<file path="src/rtl/byte_serializer.sv">
// Serializes a four-byte word (I1..I4) onto a valid/ready byte stream, holding one word
// and accepting the next on the edge its last byte leaves. Optional: BYTE_SERIALIZER_PARITY_EN.
module byte_serializer #(
    parameter bit MSB_FIRST = 1'b1,
    parameter int CNT_W     = 16
) (
    input  logic             clk,
    input  logic             reset,
    input  logic             in_valid,
    output logic             in_ready,
    input  logic [7:0]       I1,
    input  logic [7:0]       I2,
    input  logic [7:0]       I3,
    input  logic [7:0]       I4,
    output logic             out_valid,
    input  logic             out_ready,
    output logic [7:0]       out_byte,
    output logic             out_last,
    output logic             busy,
    output logic [CNT_W-1:0] word_cnt
`ifdef BYTE_SERIALIZER_PARITY_EN
    ,
    output logic             out_parity
`endif
);

    typedef enum logic {IDLE, SEND} state_e;

    state_e             state_q, state_d;
    logic [1:0]         idx_q, idx_d;
    logic [31:0]        hold_q, hold_d;
    logic [7:0]         byte_q, byte_d;
    logic [CNT_W-1:0]   cnt_q, cnt_d;
    logic [31:0]        in_word;
    logic               xfer, last_xfer, accept;

    // Position k in emission order maps to a byte lane of the word.
    function automatic logic [7:0] pick(input logic [31:0] w, input logic [1:0] k);
        logic [1:0] j;
        j = MSB_FIRST ? (2'd3 - k) : k;
        return w[{j, 3'b000} +: 8];
    endfunction

    assign in_word   = {I1, I2, I3, I4};
    assign xfer      = (state_q == SEND) & out_ready;
    assign last_xfer = xfer & (idx_q == 2'd3);
    assign in_ready  = (state_q == IDLE) | last_xfer;
    assign accept    = in_valid & in_ready;

    always_comb begin
        state_d = state_q;
        idx_d   = idx_q;
        hold_d  = hold_q;
        byte_d  = byte_q;
        cnt_d   = cnt_q;
        if (xfer && idx_q != 2'd3) begin
            idx_d  = idx_q + 2'd1;
            byte_d = pick(hold_q, idx_q + 2'd1);
        end
        if (last_xfer) begin
            cnt_d   = cnt_q + CNT_W'(1);
            state_d = IDLE;
        end
        // A load on the last-byte edge overrides the return to IDLE: no bubble.
        if (accept) begin
            hold_d  = in_word;
            idx_d   = 2'd0;
            state_d = SEND;
            byte_d  = pick(in_word, 2'd0);
        end
    end

`ifdef BYTE_SERIALIZER_PARITY_EN
    logic parity_q;
    assign out_parity = parity_q;
`endif

    always_ff @(posedge clk or negedge reset) begin
        if (!reset) begin
            state_q  <= IDLE;
            idx_q    <= 2'd0;
            hold_q   <= 32'd0;
            byte_q   <= 8'd0;
            cnt_q    <= '0;
`ifdef BYTE_SERIALIZER_PARITY_EN
            parity_q <= 1'b1;
`endif
        end else begin
            state_q  <= state_d;
            idx_q    <= idx_d;
            hold_q   <= hold_d;
            byte_q   <= byte_d;
            cnt_q    <= cnt_d;
`ifdef BYTE_SERIALIZER_PARITY_EN
            parity_q <= ~^byte_d;
`endif
        end
    end

    assign out_valid = (state_q == SEND);
    assign busy      = out_valid;
    assign out_last  = out_valid & (idx_q == 2'd3);
    assign out_byte  = byte_q;
    assign word_cnt  = cnt_q;

endmodule

</file>
<file path="config.mk">
export PLATFORM = sky130hd
export DESIGN_NAME = byte_serializer
export DESIGN_NICKNAME = d
export VERILOG_FILES = /design/src/rtl/byte_serializer.sv
export SDC_FILE = /design/constraint.sdc
export NUM_CORES = 1
export LEC_CHECK = 0
export CAP_MARGIN = 40
export CORE_MARGIN = 5
export CORE_UTILIZATION = 40
export DETAILED_ROUTE_END_ITERATION = 10
export PLACE_DENSITY = 0.67
export RECOVER_POWER = 25
export SYNTH_ARGS = -nofsm -noshare
export SYNTH_HDL_FRONTEND = slang
export SYNTH_SLANG_ARGS = --single-unit
</file>
<file path="constraint.sdc">
create_clock -name clk -period 2.5 [get_ports clk]
set_clock_uncertainty 0.05 [all_clocks]
set_input_delay 0.25 -clock clk [delete_from_list [all_inputs] [get_ports clk]]
set_output_delay 0.25 -clock clk [all_outputs]
set_load 0.01 [all_outputs]
</file>
==> summary.txt <==
Status
  – Status: finished clean

Critical path
  – CP top delay family: buffers and inverters
  – Crit path buf inv count: 1
  – CP Cell Sequence: ha_1, a21bo_2, clkdlybuf4s50_1
  – Critical Path RT: 2.20 ns
  – Reg2Reg Depth: 6
  – Worst setup path class: flip-flop to primary output
  – Crit Path Max Fanout: 6
  – RR Startpoint: idx_q[1]
  – Endpoint class of the critical path: primary output
  – Critical path startpoint category: flip-flop
  – Slowest Stage Delay on Critical Path: ~0.54 ns
  – Worst reg-to-reg setup slack: around 0.73 ns
  – WP data arrival: 1.74 ns
  – Crit-path slowest cell: clkdlybuf4s50_1
  – Reg-to-reg endpoint: out_byte[4]

Clocking
  – Worst-Skew Late Latency: between 0.3 and 0.4 ns
  – Max clock buf depth: 2
  – Root Driver: clkbuf_8
  – Resized cells post-CTS: 0
  – Clk sinks: ~60
  – CTS clk-pin slew, worst paths: ~0.07 ns
  – CTS tree: built
  – Hold Buf Count CTS: 0
  – Num CTS Buffers: 9
  – Htree depth: 3
  – Postcts setup bufs: 0

Timing
  – Fin. max-slew vios: 0
  – Min Tclk post-route: about 2.0 ns
  – Final-report setup violation count: 0
  – Rel. slew slack: under 10%
  – Final hold violation count: 0
  – Peak Freq: slightly below 0.5 GHz
  – Setup WS post-layout: 0.462 ns
  – RSZ-0062 raised after global routing: no
  – Worst Tran Pin Value: between 1 and 1.5 ns
  – Setup_tns: 0 ns
  – Final cycle utilization of the critical path: approximately four fifths

Synth
  – Avg Cell Area, Syn: slightly above 10 um2
  – Top cells by area, synth: dfrtp_1 (56%), nand2_1 (16%), mux4_2 (6.8%)
  – Most used DFF post-synth: dfrtp_1
  – FF+latch count, synth: 59
  – Yosys synthesis warning count: 0
  – EDFF count, synth: 0
  – Syn nets: around 300
  – Post-Syn Instances: between 200 and 300
  – Count of different cell masters after synthesis: 29
  – Sequential fraction of the synthesis area: 55.6%
  – Top-area cell type share of the netlist area: 55.6%
  – Most frequent cell after synthesis: nand2_1
  – Asr flop ratio synth: 100%
  – Cell taking the most area after synthesis: dfrtp_1
  – Post-synth top cells: nand2_1 (114), dfrtp_1 (59), nor2_1 (11), xnor2_1 (10)
  – Mapped Area: 2660 um2

Placement
  – GP Congestion: 0.809
  – DP Area: about 3300 um2
  – Hpwl dp: approximately 3900 um
  – PortBufs: 63
  – Pre-CTS setup slack: around 0.5 ns

Detailed routing
  – Via count: about 2000
  – Vias per cell: 4.87
  – Routed Wire Length: 5620 um
  – DR iter-0 viols: 57
  – DRC viols: 0
  – Routed Antenna Nets: 0
  – Routed wire per std cell: between 10 and 15 um
  – DR pass1 iterations: 5

Floorplanning
  – Starting Density: roughly 42%
  – Die height: about 91 um
  – Core area: 6390 um2
  – Io pins: 64
  – Rows: 29
  – Die Wd: roughly 91 um
  – Die Footprint: ~8400 um2

Global route
  – Vias in the first global route: ~2100
  – Largest net degree at the start of global routing: 60
  – Tot GR Track Use: between 10% and 20%
  – First-pass GRT wire length: just under 10000 um
  – Grt ovf: 0
  – Initial antenna violation count: 0

Layout
  – # nets final: 368
  – Antenna Cells: 0
  – Syn-to-layout area delta: 32.9%
  – Final instance area: ~3500 um2
  – # fillers: 573
  – Ratio of cells with drive above 1 in the final layout: roughly a tenth
  – Post-layout util: 55.3%

Pwr
  – PD cells: about 1100 nW/um2
  – Maximum VDD drop: 567 uV
  – Leak: between 1.5 and 2 nW

Run
  – MaxCap Viol Count: 0

Min path
  – Hold Crit Class: input port to asynchronous set/reset pin
[worst reg2reg max path, cell delays in order, from the launching register on]
cell	delay [ns]
dfrtp_1	0.37
ha_1	0.30
a21bo_2	0.21
and2_1	0.12
buf_4	0.31
nand2_1	0.15
a31oi_1	0.18
[worst max-delay path by stage]
| stage | slack [ns] | start | depth (start not counted) | endpoint |
|---|---|---|---|---|
| 2_1_floorplan | 0.90 | idx_q[1] | 7 | out_byte[2] |
| 3_3_place_gp | 0.57 | out_ready | 6 | out_byte[5] |
| 3_5_place_dp | 0.51 | out_ready | 6 | out_byte[6] |
| 4_1_cts | 0.45 | idx_q[1] | 3 | in_ready |
| 5_1_grt | 0.36 | idx_q[1] | 3 | in_ready |
| 6_report | 0.46 | idx_q[1] | 3 | in_ready |
[cell families (layout without fill, tap and decap cells)]
kind of cell | after synthesis | after routing | share of synthesized area [%]
AOI/OAI and AO/OA | 14 | 14 | 3.68
xor gates and xnor gates | 15 | 15 | 4.95
adders and majority gates | 2 | 2 | 0.942
buffers and inverters | 18 | 89 | 3.58
DFF | 59 | 59 | 55.6
muxes | 9 | 9 | 7.16
and+or+nand+nor | 147 | 147 | 24.1
[cell usage in the layout (no fill, tap or decap), drive strengths merged, types with 5 or more instances in the layout]
| cell | n |
|---|---|
| nand2 | 114 |
| a31oi | 8 |
| clkbuf | 12 |
| xor2 | 5 |
| inv | 5 |
| mux4 | 8 |
| dfrtp | 59 |
| nor2 | 11 |
| clkdlybuf4s50 | 62 |
| buf | 5 |
| xnor2 | 10 |
| nand3 | 7 |
[flip-flops by register name, indices dropped and copies added, names as in the netlist]
name      count
busy          1
idx_q         2
out_byte      8
word_cnt     16
hold_q       32
[metrics by stage]
| step | hold WS, ns | power [mW] | std cells |
|---|---|---|---|
| final | 0.297 | 3.76 | 412 |
| after global routing | 0.383 | 4.08 | 412 |
| after CTS | 0.0521 | 3.82 | 412 |
| after detailed placement | 0.410 | 2.96 | 396 |
| after global placement | 0.401 | 2.91 | 396 |
| after floorplan | -0.0956 | 2.43 | 264 |
[layer usage]
metal,GRT usage (%),wire length [um],vias to the layer above
li1,-,-,991
met1,18.8,2600,947
met2,22.9,2640,58
met3,3.55,306,9
met4,6.48,70,0
met5,0,0,-
[area by class of cell]
cell class | count | area [um2] | area share (%)
Clock inverter | 5 | 52.6 | 1.49
Sequential cell | 59 | 1480 | 41.8
Tap cell | 77 | 96.3 | 2.73
Clock buffer | 11 | 141 | 4.01
Inverter | 5 | 18.8 | 0.532
Timing Repair Buffer | 68 | 661 | 18.7
Multi-Input combinational cell | 187 | 1080 | 30.7
[report_power, final]
group	leakage [nW]	switching (mW)	internal [mW]
clock	0.0991	0.364	0.482
combinational	0.857	0.641	0.747
sequential	0.742	0.218	1.31
Note: power is estimated with default switching activity, not from simulation.
